**src/rtl/pixel_scan_feeder_pkg.sv**
```systemverilog
// Shared constants and state encoding for the pixel scan feeder.
//   Default image geometry (320x240, RGB444, 17-bit source address) and the
//   coordinate widths used on the i_p/j_p outputs.
package pixel_scan_feeder_pkg;

  localparam int unsigned IMG_W_DEF  = 320;
  localparam int unsigned IMG_H_DEF  = 240;
  localparam int unsigned PIX_W_DEF  = 12;
  localparam int unsigned ADDR_W_DEF = 17;
  localparam int unsigned I_W        = 9;
  localparam int unsigned J_W        = 8;

  typedef enum logic [1:0] {
    ST_IDLE  = 2'd0,
    ST_RUN   = 2'd1,
    ST_DRAIN = 2'd2,
    ST_DONE  = 2'd3
  } state_e;

endpackage

```
**src/rtl/pix_fifo2.sv**
```systemverilog
// Two-entry valid/ready buffer.
//   clk, rst_n : clock, async active-low reset
//   flush      : synchronous empty (has priority over push)
//   push/wdata : write side; caller guarantees no push into a full buffer unless a pop
//                happens in the same cycle
//   valid/ready/rdata : read side, head entry held stable until popped
//   count      : current occupancy 0..2
module pix_fifo2 #(
  parameter int unsigned W = 30
) (
  input  logic         clk,
  input  logic         rst_n,
  input  logic         flush,
  input  logic         push,
  input  logic [W-1:0] wdata,
  output logic         valid,
  input  logic         ready,
  output logic [W-1:0] rdata,
  output logic [1:0]   count
);

  logic [W-1:0] mem_q [2];
  logic         wptr_q, rptr_q;
  logic [1:0]   count_q;
  logic         pop, push_ok;

  assign valid   = (count_q != 2'd0);
  assign pop     = valid & ready;
  assign push_ok = push & ((count_q != 2'd2) | pop);
  assign rdata   = mem_q[rptr_q];
  assign count   = count_q;

  always_ff @(posedge clk or negedge rst_n) begin
    if (!rst_n) begin
      mem_q[0] <= '0;
      mem_q[1] <= '0;
      wptr_q   <= 1'b0;
      rptr_q   <= 1'b0;
      count_q  <= 2'd0;
    end else if (flush) begin
      wptr_q  <= 1'b0;
      rptr_q  <= 1'b0;
      count_q <= 2'd0;
    end else begin
      if (push_ok) begin
        mem_q[wptr_q] <= wdata;
        wptr_q        <= ~wptr_q;
      end
      if (pop) rptr_q <= ~rptr_q;
      count_q <= count_q + 2'(push_ok) - 2'(pop);
    end
  end

endmodule

```
**src/rtl/pixel_scan_feeder.sv**
```systemverilog
// Raster-scans the source image RAM and streams one pixel per beat with its (column, row)
// coordinates under valid/ready. A 2-entry buffer absorbs the 1-cycle RAM read latency.
//   start/abort          : frame start pulse; synchronous flush to idle (abort wins)
//   rd_en/rd_addr/rd_data: synchronous source RAM port, data one cycle after rd_en
//   pixel, i_p, j_p, pixel_last, pixel_valid, pixel_ready : output stream
//   Tx                   : pixel_valid & pixel_ready
//   busy, done, frame_count : status; frame_count counts completed frames only
module pixel_scan_feeder
  import pixel_scan_feeder_pkg::*;
#(
  parameter int unsigned IMG_W  = IMG_W_DEF,
  parameter int unsigned IMG_H  = IMG_H_DEF,
  parameter int unsigned PIX_W  = PIX_W_DEF,
  parameter int unsigned ADDR_W = ADDR_W_DEF
) (
  input  logic              clk,
  input  logic              rst_n,
  input  logic              start,
  input  logic              abort,
  output logic              rd_en,
  output logic [ADDR_W-1:0] rd_addr,
  input  logic [PIX_W-1:0]  rd_data,
  output logic [PIX_W-1:0]  pixel,
  output logic [I_W-1:0]    i_p,
  output logic [J_W-1:0]    j_p,
  output logic              pixel_valid,
  input  logic              pixel_ready,
  output logic              pixel_last,
  output logic              Tx,
  output logic              busy,
  output logic              done,
  output logic [15:0]       frame_count
);

  localparam int unsigned TagW = I_W + J_W + 1;
  localparam int unsigned EntW = PIX_W + TagW;

  state_e            state_q, state_d;
  logic [I_W-1:0]    i_q, i_d;
  logic [J_W-1:0]    j_q, j_d;
  logic              inflight_q;
  logic [TagW-1:0]   tag_q;
  logic [15:0]       frame_count_q;
  logic [1:0]        fifo_count;
  logic [EntW-1:0]   fifo_rdata;
  logic              scan_last;
  logic [2:0]        occ;
  logic              credit_ok;

  assign scan_last = (i_q == I_W'(IMG_W - 1)) && (j_q == J_W'(IMG_H - 1));

  // A beat leaving this cycle frees a slot, which keeps one read issued per clock.
  assign occ       = 3'(fifo_count) + 3'(inflight_q);
  assign credit_ok = occ < (3'd2 + 3'(Tx));
  assign rd_en     = (state_q == ST_RUN) & ~abort & pixel_ready & credit_ok;
  assign rd_addr   = ADDR_W'(j_q) * ADDR_W'(IMG_W) + ADDR_W'(i_q);

  assign Tx          = pixel_valid & pixel_ready;
  assign busy        = (state_q != ST_IDLE);
  assign done        = (state_q == ST_DONE) & ~abort;
  assign frame_count = frame_count_q;
  assign {pixel, i_p, j_p, pixel_last} = fifo_rdata;

  always_comb begin
    state_d = state_q;
    i_d     = i_q;
    j_d     = j_q;
    unique case (state_q)
      ST_IDLE: begin
        if (start) begin
          state_d = ST_RUN;
          i_d     = '0;
          j_d     = '0;
        end
      end
      ST_RUN: begin
        if (rd_en) begin
          if (i_q == I_W'(IMG_W - 1)) begin
            i_d = '0;
            j_d = j_q + 1'b1;
          end else begin
            i_d = i_q + 1'b1;
          end
          if (scan_last) state_d = ST_DRAIN;
        end
      end
      ST_DRAIN: begin
        // Last beat leaving means nothing remains buffered or in flight.
        if ((Tx & pixel_last) | ((fifo_count == 2'd0) & ~inflight_q)) state_d = ST_DONE;
      end
      ST_DONE:  state_d = ST_IDLE;
      default:  state_d = ST_IDLE;
    endcase
    if (abort) state_d = ST_IDLE;
  end

  always_ff @(posedge clk or negedge rst_n) begin
    if (!rst_n) begin
      state_q       <= ST_IDLE;
      i_q           <= '0;
      j_q           <= '0;
      inflight_q    <= 1'b0;
      tag_q         <= '0;
      frame_count_q <= '0;
    end else begin
      state_q    <= state_d;
      i_q        <= i_d;
      j_q        <= j_d;
      inflight_q <= rd_en;
      if (rd_en) tag_q <= {i_q, j_q, scan_last};
      if (done) frame_count_q <= frame_count_q + 16'd1;
    end
  end

  // Abort flushes the buffer and blocks the write of any read returning that cycle.
  pix_fifo2 #(
    .W (EntW)
  ) u_fifo (
    .clk   (clk),
    .rst_n (rst_n),
    .flush (abort),
    .push  (inflight_q),
    .wdata ({rd_data, tag_q}),
    .valid (pixel_valid),
    .ready (pixel_ready),
    .rdata (fifo_rdata),
    .count (fifo_count)
  );

endmodule
```
**config.mk**
```make
export PLATFORM = sky130hd
export DESIGN_NAME = pixel_scan_feeder
export DESIGN_NICKNAME = d
export VERILOG_FILES = /design/src/rtl/pixel_scan_feeder_pkg.sv /design/src/rtl/pix_fifo2.sv /design/src/rtl/pixel_scan_feeder.sv
export SDC_FILE = /design/constraint.sdc
export NUM_CORES = 1
export LEC_CHECK = 0
export CORE_MARGIN = 3
export CORE_UTILIZATION = 35
export CTS_BUF_LIST = sky130_fd_sc_hd__clkbuf_2 sky130_fd_sc_hd__clkbuf_4 sky130_fd_sc_hd__clkbuf_8
export DETAILED_ROUTE_END_ITERATION = 8
export GPL_TIMING_DRIVEN = 0
export PLACE_DENSITY = 0.51
export SLEW_MARGIN = 20
export SYNTH_ARGS = -nofsm -noshare
export SYNTH_HDL_FRONTEND = slang
export SYNTH_SLANG_ARGS = --single-unit
```
**constraint.sdc**
```tcl
create_clock -name clk -period 5.55 [get_ports clk]
set_input_delay 0.8325 -clock clk [delete_from_list [all_inputs] [get_ports clk]]
set_output_delay 0.8325 -clock clk [all_outputs]
set_load 0.02 [all_outputs]
```
==> flow_metrics.env, run 1 <==
export IMPL_status="finished, final reports clean"
export IMPL_place_area_sq_um=7147
export IMPL_relSlewSlack_pct=45.73
export IMPL_cp_slowest_cell="clkdlybuf4s50_1"
export IMPL_fmax_ghz=0.2189
export IMPL_post_cts_resized=0
export IMPL_holdCritPathClass="input pin to async pin"
export IMPL_drive_gt1_share_pct=27.72
export IMPL_syn_area_sq_um=6002
export IMPL_grt_max_degree=80
export IMPL_drtAntennaViolNets=0
export IMPL_ys_warnings_count=0
export IMPL_root_buffer="clkbuf_8"
export IMPL_ir_worst_vdd_mv=0.2040
export IMPL_finalCriticalPeriod_ns=4.568
export IMPL_drt_vias_per_instance=4.952
export IMPL_crit_family="adder cells"
export IMPL_timing_final_ws_setup_ns=0.9822
export IMPL_pre_cts_slack_ns=1.413
export IMPL_initial_core_util_pct=35.94
export IMPL_drv_slew=0
export IMPL_max_slew_worst_pin_slew_ns=0.8035
export IMPL_async_flop_share_pct=100.0
export IMPL_ys_seq_area_share_pct=49.20
export IMPL_synth_edff_count=0
export IMPL_die_area_sq_um=18760
export IMPL_worstSetupEndpointType="output port"
export IMPL_critPathBufInv=1
export IMPL_diodes=0
export IMPL_synth_most_common_cell="dfrtp_1"
export IMPL_start_kind="flip-flop"
export IMPL_syn_num_nets=536
export IMPL_die_height_um=137.0
export IMPL_grt_ovfl_total=0
export IMPL_vias=4090
export IMPL_io_buffers=84
export IMPL_arrival_ns=3.74
export IMPL_dp_hpwl_um=9151
export IMPL_drtIter0Drc=139
export IMPL_cts_buffer_depth=2
export IMPL_cts_buffers=17
export IMPL_wirelength_um=12800
export IMPL_antenna_found_initial=0
export IMPL_cts_tree="done"
export IMPL_yosys_area_top_type_share_pct=49.20
export IMPL_io_pins=85
export IMPL_syn_area_per_cell_sq_um=12.22
export IMPL_synthTopCellsByArea="dfrtp_1 (49%), mux2_2 (20%), ha_1 (5.4%), xnor2_1 (2.5%), o31ai_1 (2.1%)"
export IMPL_criticalPathCategory="flip-flop to output port"
export IMPL_finalWeightedCongestion=0.8194
export IMPL_wire_per_inst_um=15.49
export IMPL_grt_usage_pct=14.51
export IMPL_whs_ns=0.3203
export IMPL_path_cells="ha_1 -> ha_1 -> fa_1 -> xor2_1 -> o2111ai_1 -> nor4_4 -> a32oi_1 -> nand3_1 -> clkdlybuf4s50_1"
export IMPL_firstDrtPassIters=4
export IMPL_hold_buffers=0
export IMPL_critPathMaxFanout=7
export IMPL_post_synth_inst_count=491
export IMPL_drv_cap=0
export IMPL_setup_tns_final_ns=0
export IMPL_syn2layout_area_growth_pct=26.60
export IMPL_cpMostUsedCell="ha_1"
export IMPL_fin_crit_sh_pct=82.30
export IMPL_ys_seq_elements=118
export IMPL_post_cts_buffers=0
export IMPL_leakage_nw=3.585
export IMPL_fin_skew_ns=0.007963
export IMPL_drc_errors=0
export IMPL_cts_sinks=118
export IMPL_rows=47
export IMPL_nets=640
export IMPL_cpPeakStageDelay_ns=0.60
export IMPL_ys_top_cells_by_count="dfrtp_1 (118), mux2_2 (108), ha_1 (26)"
export IMPL_clk_pin_slew_ns=0.07
export IMPL_num_fill_cells=1524
export IMPL_grt_pass1_vias=4231
export IMPL_core_sq_um=16700
export IMPL_power_per_cell_area_nw_per_um2=365.1
export IMPL_finalSetupViolations=0
export IMPL_ys_flop_type="dfrtp_1"
export IMPL_rsz0062_at_grt="no"
export IMPL_finalInstanceArea_sq_um=7599
export IMPL_yosysTopAreaCell="dfrtp_1"
export IMPL_h_tree_depth=4
export IMPL_grt_pass1_wl_um=21340
export IMPL_synth_cell_types=55
export IMPL_insertion_delay_ns=0.42
export IMPL_required_ns=4.72
export IMPL_hold_viol_final=0
export IMPL_die_w_um=137.0
sequential cells by signal (all words and copies together), names as in the netlist:
| register | flops |
|---|---|
| frame_count | 16 |
| i_q | 9 |
| state_q | 2 |
| u_fifo.rptr_q | 1 |
| tag_q | 18 |
| u_fifo.wptr_q | 1 |
| u_fifo.count | 2 |
| j_q | 8 |
| inflight_q | 1 |
| u_fifo.mem_q | 60 |
power by group:
group / internal [mW] / total (mW) / switching (mW)
logic: 0.403 / 0.836 / 0.433
clock network: 0.562 / 0.893 / 0.330
registers: 0.968 / 1.05 / 0.0777
total: 1.93 / 2.77 / 0.841
metal layers:
metal	up-vias	track usage (%)	wire [um]
li1	1971	-	-
met1	2025	19.50	6076
met2	83	22.97	6064
met3	11	3.787	518
met4	0	4.545	138
met5	-	0	0
metrics by stage:
stage | cells | total power [mW] | util, %
floorplan | 491 | 1.570 | -
global placement | 795 | 1.883 | 42.62
detailed placement | 796 | 1.906 | 42.79
CTS | 826 | 2.814 | 45.50
global route | 826 | 2.940 | 45.50
finish | 826 | 2.774 | 45.50
path summary, 6_finish.rpt:
kind                            startpoint  slack (ns)               to  depth (start not counted)
max reg2reg                u_fifo.count[0]        3.25           j_q[5]                          8
max in group asynchronous            rst_n        4.49           i_q[0]                          2
min                                  rst_n        0.32   frame_count[4]                          1
min in group clk           frame_count[15]        0.48  frame_count[15]                          1
max                                 j_q[1]        0.98      rd_addr[16]                          9
min reg2reg                frame_count[15]        0.48  frame_count[15]                          1
cell type report:
class,instances,area (sq um),area share [%]
Sequential cell,118,2953,38.86
Clock inverter,9,175.2,2.305
Buffer,23,118.9,1.564
Timing Repair Buffer,85,869.6,11.44
Inverter,17,63.81,0.8398
Multi-Input combinational cell,333,2867,37.72
Tap cell,220,275.3,3.623
Clock buffer,21,276.5,3.639
logic make-up (layout without fill, tap and decap cells):
| logic type | after synthesis | count (layout) | share of synthesized area, % |
|---|---|---|---|
| buffers and inverters | 40 | 155 | 3.043 |
| XOR/XNOR | 28 | 28 | 4.086 |
| flip-flops | 118 | 118 | 49.20 |
| AND/OR/NAND/NOR | 100 | 100 | 9.235 |
| AO/OA/AOI/OAI | 68 | 68 | 7.922 |
| adder cells (fa/ha/maj) | 28 | 28 | 6.087 |
| multiplexers | 109 | 109 | 20.43 |
cell usage in the layout (no fill, tap or decap), types with 11 or more instances in the layout:
master,instances
nor2_1,16
ha_1,26
xor2_1,11
xnor2_1,17
o21ai_0,18
clkbuf_8,19
o31ai_1,17
dfrtp_1,118
nand3_1,12
mux2_2,108
clkdlybuf4s50_1,83
inv_1,17
nand2_1,23
Power figures use the tool's default switching activity.
==> run 2: changes to the inputs <==
clock period = 4.5 ns   (was 5.55 ns; I/O delays follow)
==> flow_metrics.env, run 2 (synthesis results as in run 1) <==
export IMPL_grt_pass1_vias=4231
export IMPL_fin_total_pwr_mw=3.422
export IMPL_core_sq_um=16700
export IMPL_num_fill_cells=1520
export IMPL_drv_cap=0
export IMPL_setup_tns_final_ns=0
export IMPL_reg2reg_depth=8
export IMPL_cts_buffer_depth=2
export IMPL_holdCritPathClass="input pin to async pin"
export IMPL_relSlewSlack_pct=45.54
export IMPL_final_common_cell="dfrtp_1"
export IMPL_finalCriticalPeriod_ns=4.280
export IMPL_vias=4092
export IMPL_nets=641
export IMPL_cts_sinks=118
export IMPL_diodes=0
export IMPL_fmax_ghz=0.2337
export IMPL_final_cells=827
export IMPL_power_per_cell_area_nw_per_um2=448.7
export IMPL_drt_vias_per_instance=4.948
export IMPL_rows=47
export IMPL_start_kind="flip-flop"
export IMPL_drc_errors=0
export IMPL_die_height_um=137.0
export IMPL_drtAntennaViolNets=0
export IMPL_firstDrtPassIters=4
export IMPL_drive_gt1_share_pct=28.34
export IMPL_fin_crit_sh_pct=95.11
export IMPL_path_cells="ha_1 -> ha_1 -> fa_1 -> xor2_2 -> o2111ai_2 -> nor4_4 -> buf_4 -> xnor2_1 -> clkdlybuf4s50_1"
export IMPL_r2r_start="u_fifo.count[0]"
export IMPL_dp_cells=796
export IMPL_leakage_nw=3.591
export IMPL_arrival_ns=3.60
export IMPL_cts_buffers=17
export IMPL_finalWeightedCongestion=0.8194
export IMPL_h_tree_depth=4
export IMPL_cts_tree="done"
export IMPL_die_area_sq_um=18760
export IMPL_grt_ovfl_total=0
export IMPL_io_pins=85
export IMPL_grt_usage_pct=14.51
export IMPL_hold_buffers=0
export IMPL_finalSetupViolations=0
export IMPL_wirelength_um=12850
export IMPL_hold_viol_final=0
export IMPL_syn2layout_area_growth_pct=27.06
export IMPL_r2r_slack_ns=2.19
export IMPL_largest_register_ffs=60
export IMPL_critPathMaxFanout=7
export IMPL_fin_skew_ns=0.009514
export IMPL_ir_worst_vdd_mv=0.2514
export IMPL_rsz0062_at_grt="no"
export IMPL_cpMostUsedCell="ha_1"
export IMPL_cpPeakStageDelay_ns=0.62
export IMPL_insertion_delay_ns=0.42
export IMPL_max_slew_worst_pin_slew_ns=0.8063
export IMPL_criticalPathCategory="flip-flop to output port"
export IMPL_cp_slowest_cell="clkdlybuf4s50_1"
export IMPL_required_ns=3.83
export IMPL_regMostFlops="u_fifo.mem_q"
export IMPL_initial_core_util_pct=35.94
export IMPL_drv_slew=0
export IMPL_root_buffer="clkbuf_8"
export IMPL_antenna_found_initial=0
export IMPL_dp_hpwl_um=9151
export IMPL_clk_pin_slew_ns=0.07
export IMPL_timing_rr_end="j_q[5]"
export IMPL_drtIter0Drc=127
export IMPL_die_w_um=137.0
export IMPL_grt_pass1_wl_um=21340
export IMPL_wire_per_inst_um=15.54
export IMPL_status="finished, final reports clean"
export IMPL_io_buffers=84
export IMPL_grt_max_degree=80
export IMPL_mostFrequentLayoutCells="dfrtp_1 (118), mux2_2 (108), clkdlybuf4s50_1 (83)"
export IMPL_worstSetupEndpointType="output port"
-- run 2: layout make-up --
class,count,area [sq um],area share (%)
buffer,23,118.9,1.559
clock buffer,21,276.5,3.626
clock inverter,9,175.2,2.297
inverter,17,63.81,0.8368
multi-input combinational,333,2887,37.85
sequential,118,2953,38.72
tap,220,275.3,3.610
timing repair buffer,86,877.1,11.50
-- run 2: layer usage --
metal,global-route usage (%),share of wire (%),up-vias
met3,3.787,4.4,5
met1,19.50,47,2033
met5,0,0,-
li1,-,-,1977
met2,22.97,48,77
met4,4.545,0.67,0
-- run 2: timing repair --
action                     CTS  global route
buffers inserted             0             1
hold endpoints to repair     0             0
setup endpoints to repair    0             3
gates resized for setup      0             4
-- run 2: metrics by stage --
| step | worst slack, ns | utilization [%] | cell area [sq um] | hold slack (ns) |
|---|---|---|---|---|
| floorplan | 1.294 | - | 6002 | 0.3794 |
| global placement | -1.951 | 42.62 | 7118 | 0.4627 |
| detailed placement | 0.5202 | 42.79 | 7147 | 0.4683 |
| CTS | 0.02886 | 45.50 | 7599 | 0.1394 |
| global route | 0.01209 | 45.66 | 7626 | 0.1472 |
| finish | 0.2201 | 45.66 | 7626 | 0.1642 |
-- run 2: critical path, delay by kind of cell (launching register included) --
family	cells	cell delay [ns]
and+or+nand+nor	1	0.35
buffers and inverters	2	0.79
DFF	1	0.49
adders and majority gates	3	1.00
AOI/OAI and AO/OA	1	0.22
xor gates and xnor gates	2	0.33
-- run 2: power breakdown --
| group | switching (mW) | leakage (nW) | internal (mW) |
|---|---|---|---|
| clock network | 0.409 | 0.225 | 0.694 |
| logic | 0.533 | 1.75 | 0.497 |
| registers | 0.0958 | 1.62 | 1.19 |
| total | 1.04 | 3.59 | 2.38 |
-- run 2: worst max-delay path by stage --
stage / from / to / cells after the start
4_1_cts: j_q[1] / rd_addr[16] / 9
3_3_place_gp: rst_n / u_fifo.mem_q[11] / 1
6_report: j_q[1] / rd_addr[14] / 9
2_1_floorplan: j_q[1] / rd_addr[16] / 8
5_1_grt: j_q[1] / rd_addr[16] / 9
3_5_place_dp: j_q[1] / rd_addr[16] / 9
==> RTL change (settings of run 2) <==
Set the package constant `ADDR_W_DEF` to 25 (it was 17).
--- a/src/rtl/pixel_scan_feeder_pkg.sv
+++ b/src/rtl/pixel_scan_feeder_pkg.sv
@@ -8,3 +8,3 @@
   localparam int unsigned PIX_W_DEF  = 12;
-  localparam int unsigned ADDR_W_DEF = 17;
+  localparam int unsigned ADDR_W_DEF = 25;
   localparam int unsigned I_W        = 9;
Ports: changed (resized rd_addr); port bits go from 85 to 93. The function was not compared with the original's and may differ.
==> RTL change against run 2 <==
  * Sequential cell count is the same
  * Area after synthesis up 0.50%
  * Global-route usage increased by 0.090 points
  * Power increased by 2.5%
  * Worst hold slack gained 0.013 ns
  * Clock skew decreased by 0.0020 ns
  * Synthesized cell count rose by 2.4%
  * Wire length grew 2.6%
  * Final area grew 0.44%
  * Maximum frequency is 0.34% lower
  * Worst setup slack worse by 0.014 ns
  * Non-clock buffer count rose by 6
  * Via count rose by 1.3%
  * Largest cell class unchanged
  * Highest routed layer unchanged
==> RTL change: results (changes against run 2) <==
synthTopCellsByCount: "dfrtp_1, mux2_2, ha_1, nor2_1, nand2_1"
cpPeakStageDelay_ns: 0.60  # -0.02 ns
crit_arrival_ns: 3.62  # +0.02 ns
layout.nonclk_buf_share_pct: 13.59  # +0.53 points
synth_compound_area_share_pct: 7.509  # -0.41 points
grt_pass1_wl_um: 21540  # +0.94%
drt_first_pass_iters: 5  # +1
nets: 659  # +2.8%
crit_path_end: "rd_addr[16]"
placed_area_um2: 7193  # +0.65%
multi_input_area_um2: 2900  # +0.48%
numPortBuffers: 83  # -1.2%
grtUsageMet3_pct: 4.091  # +0.30 points
p_leak_nw: 3.597  # +0.17%
ir_drop_v: 0.0001880  # -25%
clock_area_share_pct: 5.554  # -0.37 points
synthAdderAreaFrac_pct: 6.057  # -0.030 points
clock_buffers: 22  # +4.8%
register_area_um2: 2954  # about the same
nMultiInputCombCells: 345  # +3.6%
grt_pass1_vias: 4273  # +0.99%
outcome: "completed"
fin_crit_sh_pct: 95.43  # +0.32 points
signal_buffers: 115  # +5.5%
intPower_mw: 2.370  # -0.62%
drive_gt1_share_pct: 28.43  # +0.098 points
fillers: 1576  # +3.7%
fin_area_um2: 7660  # +0.44%
grt_use_met1_pct: 19.65  # +0.15 points
routedWlPerCell_um: 15.59  # +0.29%
dp_slack_ns: 0.4924  # -0.02780 ns
finalClockSkew_ns: 0.007525  # -0.001990 ns
synth-seq-area-share_pct: 48.95  # -0.24 points
r2r_start: "state_q[1]"
initialDrtViolationCount: 206  # +62%
track_usage_pct: 14.60  # +0.090 points
rr_endpoint: "j_q[3]"
grt_start_max_net_pins: 62  # -23%
synthMuxAreaShare_pct: 20.16  # -0.27 points
max_slew_margin_pct: 48.52  # +3.0 points
synth.top_cells.by_area: "dfrtp_1, mux2_2, ha_1"
pwr-share-comb_pct: 33.2  # +3.1 points
dp.cells: 814  # +2.3%
clk_latency_ns: 0.45  # +0.03 ns
totalWireLength_um: 13190  # +2.6%
syn_inst: 503  # +2.4%
RTL change: cell count changes after synthesis, moves of 3 or more:
cell     delta
o22a_1      +3
buf_4       +8
xor2_1      -3
and3_1      +3
o31ai_1     -9
o21ai_1     +7
or2_2       -5
and2_1      -5
nor2_1      +8
xnor2_1     +3
RTL change: stage by stage:
step,setup TNS [ns],hold WS (ns)
3_5_place_dp,0,0.4632
4_1_cts,0,0.1980
6_report,0,0.1768
3_3_place_gp,-221.14,0.4634
2_1_floorplan,0,0.3794
5_1_grt,0,0.2145
RTL change: worst reg2reg max path, stage by stage, from the launching register on:
cell and delay (ns):
dfrtp_1 0.42, inv_1 0.09, ha_1 0.14, buf_2 0.25, inv_2 0.18, a2111oi_4 0.43, buf_2 0.34, a21oi_1 0.16
o31ai_1 0.28, o31ai_1 0.11
RTL change: metal layers:
metal,vias to the layer above,wire (um)
met5,-,0
met4,0,247
met3,16,608
met2,90,5942
met1,2041,6389
li1,2000,-
